## src/rtl/mips_pkg.sv

```systemverilog
// Shared encodings for the multicycle MIPS controller: FSM states, opcodes,
// ALU operation classes and small decode helpers.
package mips_pkg;

    typedef enum logic [2:0] {
        ST_IDLE   = 3'd0,
        ST_FETCH  = 3'd1,
        ST_DECODE = 3'd2,
        ST_EXEC   = 3'd3,
        ST_MEM    = 3'd4,
        ST_WB     = 3'd5,
        ST_HALT   = 3'd6
    } state_t;

    localparam logic [5:0] OP_RTYPE = 6'b000000;
    localparam logic [5:0] OP_LW    = 6'b100011;
    localparam logic [5:0] OP_SW    = 6'b101011;
    localparam logic [5:0] OP_BEQ   = 6'b000100;
    localparam logic [5:0] OP_HALT  = 6'b111111;

    localparam logic [2:0] ALU_ADD   = 3'b000;
    localparam logic [2:0] ALU_SUB   = 3'b001;
    localparam logic [2:0] ALU_RTYPE = 3'b010;

    function automatic logic [2:0] alu_op_for(input logic [5:0] op);
        case (op)
            OP_RTYPE: return ALU_RTYPE;
            OP_BEQ:   return ALU_SUB;
            default:  return ALU_ADD;
        endcase
    endfunction

    // Branch displacement in bytes: word offset sign-extended, scaled by 4.
    function automatic logic [31:0] branch_offset(input logic [15:0] imm);
        return {{14{imm[15]}}, imm, 2'b00};
    endfunction

endpackage

```

## src/rtl/fetch_watchdog.sv

```systemverilog
// Counts consecutive FETCH cycles without an acknowledge and flags the cycle
// in which the LIMIT-th such cycle is reached.
module fetch_watchdog #(
    parameter int LIMIT = 16
) (
    input  logic clk,
    input  logic rst_n,
    input  logic clear,
    input  logic enable,
    output logic expired
);

    localparam int CW = (LIMIT > 1) ? $clog2(LIMIT) : 1;

    logic [CW-1:0] count;

    // NOTE: sequential state uses non-blocking assignments so every register
    // samples pre-edge values regardless of process ordering.
    always_ff @(posedge clk or negedge rst_n) begin
        if (!rst_n) begin
            count <= '0;
        end else if (clear) begin
            count <= '0;
        end else if (enable && !expired) begin
            count <= count + CW'(1);
        end
    end

    assign expired = enable && (count == CW'(LIMIT - 1));

endmodule

```

## src/rtl/multicycle_ctrl.sv

```systemverilog
// Multicycle MIPS-subset control FSM: fetch/decode/execute/memory/writeback
// sequencing, PC and instruction register, sticky error and fetch watchdog.
module multicycle_ctrl
    import mips_pkg::*;
#(
    parameter logic [31:0] RESET_PC      = 32'h0000_0000,
    parameter int          FETCH_TIMEOUT = 16
) (
    input  logic        clk,
    input  logic        rst_n,
    input  logic        start,
    input  logic        imem_ack,
    input  logic [31:0] imem_rdata,
    input  logic        zero_flag,
    output logic        imem_req,
    output logic [31:0] pc,
    output logic [31:0] inst,
    output logic        reg_write,
    output logic        mem_write,
    output logic        mem_to_reg,
    output logic [2:0]  alu_op,
    output logic        busy,
    output logic        err,
    output logic [2:0]  state_o
);

    state_t      state, state_next;
    logic [31:0] pc_q, pc_next;
    logic [31:0] inst_q, inst_next;
    logic        err_q, err_next;
    logic [5:0]  opcode;
    logic        wd_clear, wd_enable, wd_expired;

    assign opcode = inst_q[31:26];

    assign wd_clear  = (state != ST_FETCH);
    assign wd_enable = (state == ST_FETCH) && !imem_ack;

    fetch_watchdog #(
        .LIMIT (FETCH_TIMEOUT)
    ) u_fetch_watchdog (
        .clk     (clk),
        .rst_n   (rst_n),
        .clear   (wd_clear),
        .enable  (wd_enable),
        .expired (wd_expired)
    );

    always_ff @(posedge clk or negedge rst_n) begin
        if (!rst_n) begin
            state  <= ST_IDLE;
            pc_q   <= RESET_PC;
            inst_q <= '0;
            err_q  <= 1'b0;
        end else begin
            state  <= state_next;
            pc_q   <= pc_next;
            inst_q <= inst_next;
            err_q  <= err_next;
        end
    end

    always_comb begin
        // NOTE: every output of this block gets a default first, so no path
        // through the case statement can leave a latch behind.
        state_next = state;
        pc_next    = pc_q;
        inst_next  = inst_q;
        err_next   = err_q;
        imem_req   = 1'b0;
        reg_write  = 1'b0;
        mem_write  = 1'b0;
        mem_to_reg = 1'b0;
        alu_op     = ALU_ADD;

        unique case (state)
            ST_IDLE: begin
                if (start) state_next = ST_FETCH;
            end
            ST_FETCH: begin
                imem_req = 1'b1;
                if (imem_ack) begin
                    inst_next  = imem_rdata;
                    pc_next    = pc_q + 32'd4;
                    state_next = ST_DECODE;
                end else if (wd_expired) begin
                    err_next   = 1'b1;
                    state_next = ST_HALT;
                end
            end
            ST_DECODE: begin
                case (opcode)
                    OP_RTYPE, OP_LW, OP_SW, OP_BEQ: state_next = ST_EXEC;
                    OP_HALT:                        state_next = ST_HALT;
                    default: begin
                        err_next   = 1'b1;
                        state_next = ST_FETCH;
                    end
                endcase
            end
            ST_EXEC: begin
                alu_op = alu_op_for(opcode);
                case (opcode)
                    OP_RTYPE:     state_next = ST_WB;
                    OP_LW, OP_SW: state_next = ST_MEM;
                    default: begin
                        // Only beq reaches here; pc already points past it.
                        if (zero_flag) pc_next = pc_q + branch_offset(inst_q[15:0]);
                        state_next = ST_FETCH;
                    end
                endcase
            end
            ST_MEM: begin
                alu_op = alu_op_for(opcode);
                if (opcode == OP_SW) begin
                    mem_write  = 1'b1;
                    state_next = ST_FETCH;
                end else begin
                    state_next = ST_WB;
                end
            end
            ST_WB: begin
                alu_op     = alu_op_for(opcode);
                reg_write  = 1'b1;
                mem_to_reg = (opcode == OP_LW);
                state_next = ST_FETCH;
            end
            ST_HALT: begin
                state_next = ST_HALT;
            end
            default: begin
                state_next = ST_IDLE;
            end
        endcase
    end

    assign pc      = pc_q;
    assign inst    = inst_q;
    assign err     = err_q;
    assign busy    = (state != ST_IDLE) && (state != ST_HALT);
    assign state_o = state;

endmodule

```

## config.mk

```make
export PLATFORM = sky130hd
export DESIGN_NAME = multicycle_ctrl
export DESIGN_NICKNAME = d
export VERILOG_FILES = /design/src/rtl/mips_pkg.sv /design/src/rtl/fetch_watchdog.sv /design/src/rtl/multicycle_ctrl.sv
export SDC_FILE = /design/constraint.sdc
export NUM_CORES = 1
export LEC_CHECK = 0
export ABC_CLOCK_PERIOD_IN_PS = 4300
export BUFFER_PORTS_ARGS = -buffer_cell sky130_fd_sc_hd__clkbuf_2
export CORE_ASPECT_RATIO = 0.8
export CORE_MARGIN = 4
export CORE_UTILIZATION = 40
export CTS_BUF_LIST = sky130_fd_sc_hd__clkbuf_4 sky130_fd_sc_hd__clkbuf_8
export CTS_CLUSTER_SIZE = 28
export DETAILED_ROUTE_END_ITERATION = 10
export PLACE_DENSITY = 0.62
export SYNTH_ARGS = -nofsm -noshare
export SYNTH_HDL_FRONTEND = slang
export SYNTH_HIERARCHICAL = 1
export SYNTH_SLANG_ARGS = --single-unit
export TNS_END_PERCENT = 30
```

## constraint.sdc

```tcl
create_clock -name clk -period 4.3 [get_ports clk]
set_input_delay 0.86 -clock clk [delete_from_list [all_inputs] [get_ports clk]]
set_output_delay 0.86 -clock clk [all_outputs]
set_load 0.1 [all_outputs]
```

==> key figures <==
STA
  • Tcrit/Tclk final: between 80% and 90%
  • RSZ-0062 raised after global routing: false
  • Final Max Slew Viols: 0
  • Setup TNS: 0 ns
  • Slew margin rel.: between 40% and 50%
  • Fmax: around 270 MHz
  • Tmin final: 3.68 ns
  • Final hold violations: 0
  • Setup violators final: 0
  • Worst-Margin Slew: ~0.89 ns
  • Final setup skew: approximately 0.013 ns

Min path
  • Hold Crit Class: flip-flop to flip-flop

Critical path
  • CP endpoint kind: flip-flop
  • CP delay by family, top: simple AND/OR/NAND/NOR gates
  • Critical path's largest stage delay: ~0.71 ns
  • CP Max Fanout: 18
  • Critical path buffers and inverters: 0
  • Worst path slowest cell: dfrtp_1
  • Critical path startpoint category: flip-flop
  • Crit Path Class: flip-flop to flip-flop
  • Worst endpoint required time: 4.60 ns
  • Arrival time worst endpoint: about 4.0 ns
  • Crit-path cells: and3b_1 -> nand2_1 -> fa_1 -> nand2b_1 -> a21o_1 -> a21oi_2 -> a222oi_1 -> or4_1 -> a21oi_1 -> xnor2_1

Logic synthesis
  • Synth Register Bits: 70
  • Cells after Synth: a little under 500
  • Mean Syn Cell Area: between 9 and 10 µm²
  • Synth top area share: 37.3%
  • Synth cell types: 77
  • EDFF count, synth: 0
  • Post-synth ARST share: between 90% and 100%
  • Sequential cell area fraction in the yosys report: around 37%
  • Area leader, netlist: dfrtp_1
  • Top_reg_cell synth: dfrtp_1
  • Mapped Area: about 4700 µm²
  • Warnings, synthesis: 6
  • Synth area leaders: dfrtp_1 37%, mux2_2 7.7%, ha_1 4.3%, nand2_1 3.7%, xnor2_1 3.4%

Place
  • Input/output buffers: roughly 110
  • DP HPWL: 9090 µm
  • RD Place Congestion: 0.917

GRT
  • Largest net degree at the start of global routing: a little over 70
  • Number of global-route vias before repair: ~4,000
  • Global route overflow: 0
  • Tot GR Track Use: a little under a fifth
  • First-pass GRT wire length: between 20,000 and 25,000 µm
  • Initial antenna violation count: 0

Detailed routing
  • Wire per inst: between 15 and 20 µm
  • Post-route ant nets: 0
  • # DRC: 0
  • 1st-pass router iterations: 5
  • Initial drt markers: 208
  • Total number of vias: 4,039
  • Number of vias per cell: 5.48
  • Routed Wire Length: about 12,000 µm

Floorplanning
  • Die height: about 100 µm
  • Core area: about 11,000 µm²
  • Die Footprint: 13,500 µm²
  • # IOs: roughly 110
  • Chip Width: around 130 µm
  • Initial Utilization: roughly two fifths
  • Cell Rows: 35

Clock tree
  • Skew-Pair Late Insertion Delay: ~0.37 ns
  • Cts hold-fix bufs: 0
  • CTS Buffer Depth: 2
  • CTS tree: built
  • Clk slew on worst S/H paths: ~0.08 ns
  • Post_cts resized: 0
  • Htree depth: 3
  • Setup Buffers After CTS: 0
  • Clock root buffer master: clkbuf_8
  • Total clock sinks: 70
  • Total clock buffers created by CTS: 9

Finish
  • Most frequent cells in the layout: 108 x clkbuf_2, 70 x dfrtp_1, 46 x nand2_1
  • P&R area growth vs syn: 17.3%
  • Most common cell after layout, fill and taps aside: clkbuf_2
  • Layout cells sized above 1: about a third
  • Final nets: between 600 and 700
  • Number of diodes: 0
  • Fill count: 1,119

Outcome
  • Status: complete, no violations

Job
  • Max-Cap Viols: 0
## layer usage
metal	vias to the layer above	share of wire [%]	GRT usage [%]
met4	0	1.9	5.62
met5	-	0	0
met3	18	8.2	6.18
met2	144	44	27.7
met1	1916	46	26.8
li1	1961	-	-
## logic make-up after synthesis
| group | after synthesis | synth area share [%] |
|---|---|---|
| other | 1 | 0.0799 |
| AOI/OAI and AO/OA | 107 | 16.7 |
| xor gates and xnor gates | 29 | 5.41 |
| buffers and inverters | 48 | 4.96 |
| muxes | 40 | 9.52 |
| and+or+nand+nor | 181 | 21.3 |
| DFF | 70 | 37.3 |
| adders and majority gates | 17 | 4.69 |
## cell usage after synthesis (2+ instances only)
cell type / instances
a211oi_1: 3
a21o_1: 10
a21oi_1: 24
a21oi_2: 3
and2_1: 16
and3_1: 6
and3b_1: 2
buf_2: 18
buf_4: 4
buf_6: 2
clkbuf_1: 9
dfrtp_1: 70
ha_1: 16
inv_1: 14
mux2_2: 32
mux2i_1: 6
nand2_1: 46
nand2b_1: 9
nand3_1: 19
nand4_1: 3
nor2_1: 24
nor2b_1: 3
nor3_1: 11
nor3_2: 2
nor3b_1: 2
nor4_1: 8
o2111ai_1: 3
o211ai_1: 3
o21ai_0: 23
o21ai_1: 6
o21bai_1: 4
o31ai_1: 4
or2_1: 2
or2_2: 2
or3_1: 10
or4_1: 6
xnor2_1: 18
xor2_1: 11
## final timing paths
check                            from        to  slack (ns)  cells after the start
max                        state_o[0]    pc[26]        0.62                     10
min                            pc[31]    pc[31]        0.47                      1
max reg2reg                state_o[0]    pc[26]        0.62                     10
min reg2reg                    pc[31]    pc[31]        0.47                      1
max in group asynchronous       rst_n  inst[22]        3.09                      1
min in group asynchronous       rst_n    pc[26]        0.60                      1
## worst register-to-register path, stage by stage, from the launching register on
cell,delay (ns)
dfrtp_1,0.71
and3b_1,0.57
nand2_1,0.20
fa_1,0.47
nand2b_1,0.19
a21o_1,0.23
a21oi_2,0.27
a222oi_1,0.18
or4_1,0.49
a21oi_1,0.17
xnor2_1,0.13
## registers in the layout (all words and copies together) (netlist names)
signal and cells:
pc 30, inst 32, state_o 3, err 1
u_fetch_watchdog/count 4
## through the flow
stage	hold slack, ns	util (%)	cell area (µm²)	instances	setup WS, ns
floorplan	0.535	-	4710	495	0.315
global placement	0.466	46.1	5290	722	0.830
detailed placement	0.464	46.1	5290	722	0.678
CTS	0.478	48.0	5510	737	0.648
global route	0.532	48.0	5510	737	0.345
finish	0.474	48.0	5510	737	0.620
## cell type report
class                           count  area (µm²)  area share [%]
Clock inverter                      5        83.8            1.52
Multi-Input combinational cell    377        2720            49.4
Inverter                           15        56.3            1.02
Tap cell                          148         185            3.36
Timing Repair Buffer              112         571            10.4
Sequential cell                    70        1750            31.8
Clock buffer                       10         138            2.50
Power is left out: the tool's default activity adds up to more than one toggle a clock period on the data nets, which glitch-free logic cannot reach.
